--- config.mk ---
export PLATFORM = sky130hd
export DESIGN_NAME = matriz_ctrl
export DESIGN_NICKNAME = d
export VERILOG_FILES = /design/src/rtl/matriz_ctrl.sv
export SDC_FILE = /design/constraint.sdc
export NUM_CORES = 1
export LEC_CHECK = 0
export ABC_CLOCK_PERIOD_IN_PS = 6200
export BUFFER_PORTS_ARGS = -buffer_cell sky130_fd_sc_hd__buf_2
export CAP_MARGIN = 20
export CORE_MARGIN = 1
export CORE_UTILIZATION = 30
export DETAILED_ROUTE_END_ITERATION = 10
export PLACE_DENSITY = 0.5
export SKIP_CTS_REPAIR_TIMING = 1
export SLEW_MARGIN = 20
export SYNTH_ARGS = -nofsm -noshare
export SYNTH_HDL_FRONTEND = slang
export SYNTH_SLANG_ARGS = --single-unit
--- constraint.sdc ---
create_clock -name clk -period 6.2 [get_ports clk]
set_input_delay 0.62 -clock clk [delete_from_list [all_inputs] [get_ports clk]]
set_output_delay 0.62 -clock clk [all_outputs]
set_load 0.05 [all_outputs]
--- src/rtl/matriz_ctrl.sv ---
// Sequencer for the 5x5 int8 matrix coprocessor: row fetch, exec, row store.
// Optional EXEC watchdog enabled with `define MATRIZ_CTRL_TIMEOUT_EN.
module matriz_ctrl #(
  parameter int ADDR_W         = 10,
  parameter int TIMEOUT_CYCLES = 64
) (
  input  logic              clk,
  input  logic              rst_n,
  input  logic              instr_valid,
  output logic              instr_ready,
  input  logic [2:0]        instr_op,
  input  logic [ADDR_W-1:0] instr_addr_a,
  input  logic [ADDR_W-1:0] instr_addr_b,
  input  logic [ADDR_W-1:0] instr_addr_c,
  output logic [ADDR_W-1:0] mem_addr,
  output logic              mem_rd_en,
  input  logic [39:0]       mem_rdata,
  output logic              mem_wr_en,
  output logic [39:0]       mem_wdata,
  output logic [2:0]        op_sel,
  output logic              op_start,
  output logic [199:0]      op_a,
  output logic [199:0]      op_b,
  input  logic [199:0]      op_result,
  input  logic              op_done,
  output logic              busy,
  output logic              done,
  output logic              error
);

  typedef enum logic [2:0] {
    IDLE,
    LOAD_A,
    LOAD_B,
    EXEC,
    STORE,
    DONE
  } state_t;

  state_t            state, state_nx;
  logic [2:0]        row, row_nx;
  logic [ADDR_W-1:0] addr_a, addr_b, addr_c;
  logic [199:0]      res;
  logic              accept;
  logic              take;

`ifdef MATRIZ_CTRL_TIMEOUT_EN
  logic [15:0] tcnt;
  logic        tmo;
  logic        err;
`endif

  always_ff @(posedge clk or negedge rst_n) begin
    if (!rst_n) begin
      state  <= IDLE;
      row    <= '0;
      op_sel <= '0;
      addr_a <= '0;
      addr_b <= '0;
      addr_c <= '0;
      op_a   <= '0;
      op_b   <= '0;
      res    <= '0;
    end else begin
      state <= state_nx;
      row   <= row_nx;
      if (accept) begin
        op_sel <= instr_op;
        addr_a <= instr_addr_a;
        addr_b <= instr_addr_b;
        addr_c <= instr_addr_c;
      end
      // read data lags the address by one cycle, so row r lands at r+1
      if (state == LOAD_A && row != 3'd0)
        op_a[40*(int'(row)-1) +: 40] <= mem_rdata;
      if (state == LOAD_B && row != 3'd0)
        op_b[40*(int'(row)-1) +: 40] <= mem_rdata;
      if (take)
        res <= op_result;
    end
  end

`ifdef MATRIZ_CTRL_TIMEOUT_EN
  always_ff @(posedge clk or negedge rst_n) begin
    if (!rst_n) begin
      tcnt <= '0;
      err  <= 1'b0;
    end else begin
      tcnt <= (state == EXEC) ? tcnt + 16'd1 : '0;
      if (accept)
        err <= 1'b0;
      else if (tmo)
        err <= 1'b1;
    end
  end

  assign error = err;
`else
  assign error = 1'b0;
`endif

  always_comb begin
    state_nx    = state;
    row_nx      = row;
    instr_ready = 1'b0;
    mem_addr    = '0;
    mem_rd_en   = 1'b0;
    mem_wr_en   = 1'b0;
    mem_wdata   = '0;
    op_start    = 1'b0;
    busy        = 1'b1;
    done        = 1'b0;
    accept      = 1'b0;
    take        = 1'b0;
`ifdef MATRIZ_CTRL_TIMEOUT_EN
    tmo         = 1'b0;
`endif
    unique case (state)
      IDLE: begin
        busy        = 1'b0;
        instr_ready = 1'b1;
        if (instr_valid) begin
          accept   = 1'b1;
          state_nx = LOAD_A;
          row_nx   = '0;
        end
      end
      LOAD_A: begin
        if (row != 3'd5) begin
          mem_rd_en = 1'b1;
          mem_addr  = addr_a + ADDR_W'(row);
          row_nx    = row + 3'd1;
        end else begin
          row_nx   = '0;
          state_nx = op_sel[2] ? EXEC : LOAD_B;
        end
      end
      LOAD_B: begin
        if (row != 3'd5) begin
          mem_rd_en = 1'b1;
          mem_addr  = addr_b + ADDR_W'(row);
          row_nx    = row + 3'd1;
        end else begin
          row_nx   = '0;
          state_nx = EXEC;
        end
      end
      EXEC: begin
        op_start = 1'b1;
        // row doubles as a "past first cycle" flag so a stale done is skipped
        row_nx   = 3'd1;
        if (row != 3'd0 && op_done) begin
          take     = 1'b1;
          state_nx = STORE;
          row_nx   = '0;
        end
`ifdef MATRIZ_CTRL_TIMEOUT_EN
        else if (tcnt == 16'(TIMEOUT_CYCLES - 1)) begin
          tmo      = 1'b1;
          state_nx = DONE;
          row_nx   = '0;
        end
`endif
      end
      STORE: begin
        mem_wr_en = 1'b1;
        mem_addr  = addr_c + ADDR_W'(row);
        mem_wdata = res[40*int'(row) +: 40];
        if (row == 3'd4) begin
          row_nx   = '0;
          state_nx = DONE;
        end else begin
          row_nx = row + 3'd1;
        end
      end
      DONE: begin
        done     = 1'b1;
        state_nx = IDLE;
      end
      default: begin
        state_nx = IDLE;
        row_nx   = '0;
      end
    endcase
  end

endmodule

==> results.md <==
- Commonest cells post-synth: 639 x dfrtp_1, 589 x mux2_2, 172 x nand2_1
- Cell Area, Synth: 30600 µm²
- I/O Buffers: approximately 740
- Clk buf depth: 3
- # rows: 116
- Final setup fails: 0
- M1 WL: 44200 µm
- Critical Path Start Type: register
- EDFF count, synth: 0
- CP required: approximately 6.7 ns
- Max-cap check violation count: 0
- Initial antenna violation count: 44
- Largest net degree at the start of global routing: around 150
- Num ports: 737
- Most common cell in the netlist: dfrtp_1
- Die width: 321 µm
- Slew margin rel.: 23.1%
- Sequential-to-total area share from yosys stat: 52.3%
- Outcome: finished clean
- CTS H-tree lvls: 3
- Cell variety after synth: 75
- Placer Congestion: 0.937
- Clk root buf: clkbuf_16
- Routed WL: between 100000 and 150000 µm
- RSZ-0062 raised after global routing: false
- Vias per cell: 5.04
- Vias in the first global route: 23964
- Fill count: 10072
- DRC: 0
- Top FF cell, synth: dfrtp_1
- Die area: 103000 µm²
- Worst-path clk slew: about 0.060 ns
- Post-Syn Instances: 2490
- CTS Buf Count: 78
- Via count: 23417
- Final Cycle Share: 90.8%
- PwrDens: 673 nW/µm²
- Met2 WL: 56900 µm
- Top Layer Used: met5
- GRT Overall Usage: 21.8%
- Worst skew pair latency: 0.66 ns
- First-pass DRT Iterations: 7
- Final nets: 3518
- WP data arrival: ~6.2 ns
- Setup Skew: approximately 0.045 ns
- Final setup TNS: 0 ns
- Syn nets: 2796
- Setup WS pre-CTS: roughly 0.45 ns
- Largest area contributor in the netlist: dfrtp_1
- Clock sink total: around 640
- Warnings, synthesis: 0
- Crit path kind: reg -> reg
- Max Transition Viols Final: 0
- CORE AREA: 101000 µm²
- Worst Setup End Kind: register
- Reg-to-Reg Start: row[0]
- Final HPWL DP: 87500 µm
- VDD IR max: 0.590 mV
- Drt wl/cell: between 20 and 25 µm
- Async S/R FF share, synth: 100%
- Tmin final: 5.63 ns
- Routed Antenna Nets: 0
- Final Hold Fails: 0
- CTS tree: built
- Setup crit start: row[0]
- Initial Util: 30.4%
- Post-route setup slack: roughly 0.57 ns
- Layout cells sized above 1: 47.6%
- Vert. Die Dim: 321 µm
- Gr ovfl total: 0
- FF+latch count, synth: 639
- Global-route wire length before repair: 166000 µm
- Largest cells by area after synthesis: dfrtp_1 52%, mux2_2 22%, nand2_1 2.1%
- Fmax: about 180 MHz
- Least-Margin Pin Slew: 1.15 ns
- Hold crit path type: in -> async
- Met3 wire length: 9240 µm
- DRT iter0 DRCs: between 1000 and 1500
- Area Growth Syn to Fin: 26.5%
- Leakage: about 19 nW
- Crit-path max FO: 10
- R2R depth: 15
- Synth top area share: 52.3%
- Avg Cell Area, Syn: between 10 and 15 µm²
-- metrics by stage --
stage	power, mW	cell area (µm²)	std cells	utilization [%]	hold WS [ns]
floorplan	16.2	30600	2490	-	0.324
global placement	21.4	36000	4488	35.8	0.456
detailed placement	21.5	36000	4488	35.8	0.464
CTS	26.3	38600	4627	38.4	0.0353
global route	27.4	38700	4641	38.5	0.0771
finish	26.1	38700	4647	38.5	0.0335
-- power breakdown --
group          total [mW]  switching, mW  internal (mW)
logic                15.0           10.6           4.38
registers            6.35          0.791           5.56
clock network        4.69           1.89           2.80
total                26.1           13.3           12.7
-- final timing paths --
check,end,slack [ns]
hold / removal,op_b[194],0.03
setup / recovery,op_b[140],0.57
min in group clk,addr_b[8],0.19
setup reg to reg,op_b[140],0.57
max in group asynchronous,res[104],4.77
hold reg to reg,op_b[1],0.47
-- kinds of logic (layout without fill, tap and decap cells) --
logic type,after synthesis,in the layout,share of synthesized area [%]
mux,668,668,24.8
flops,639,639,52.3
simple gates,562,562,9.23
compound gates,402,402,9.42
buf+inv,156,937,2.01
xor+xnor,33,33,0.944
fa+ha+maj,29,29,1.28
other cells,1,20,0.0123
-- state kept, by name, indices dropped and copies added (netlist names) --
| signal | flops |
|---|---|
| addr_a | 10 |
| addr_b | 10 |
| addr_c | 10 |
| op_a | 200 |
| op_b | 200 |
| op_sel | 3 |
| res | 200 |
| row | 3 |
| state | 3 |
-- critical path: stages (launching register included) --
cell and delay (ns):
dfrtp_4 0.47, inv_1 0.24, ha_1 0.22, xor2_1 0.24, ha_1 0.21, a21o_1 0.13
fa_1 0.46, nor4_4 0.30, nand2_1 0.34, ha_1 0.39, nor4_1 0.27, a2bb2oi_1 0.21
a2111oi_4 0.65, a31oi_1 0.34, nor3_2 0.61, mux2_2 0.41
-- layout make-up --
type	instances	area (µm²)	area share (%)
sequential	639	16000	41.3
multi-input combinational	1695	14100	36.5
timing repair buffer	786	4160	10.7
clock buffer	115	2300	5.95
tap	1357	1700	4.39
clock inverter	24	330	0.853
antenna	19	47.5	0.123
inverter	12	45.0	0.116
-- metal layers --
| metal | track usage [%] | vias to the layer above |
|---|---|---|
| met5 | 0 | - |
| met2 | 37.3 | 778 |
| li1 | - | 10585 |
| met4 | 9.10 | 48 |
| met1 | 24.9 | 11788 |
| met3 | 7.20 | 218 |
-- cell usage in the layout, fill, tap and decap left out, types with 23 or more instances in the layout --
cell type	n
nand3_1	35
dfrtp_1	636
o21ai_0	83
buf_4	44
o22ai_1	32
o2bb2ai_1	30
and2_1	29
mux2i_1	61
a21oi_1	48
nor2b_1	50
ha_1	23
a2111oi_0	41
clkbuf_16	81
a22o_1	23
nor2_1	154
a22oi_1	28
buf_2	734
mux2_2	589
nand2_1	171
and3_1	31
a211oi_1	45
(Power assumes the default switching activity.)
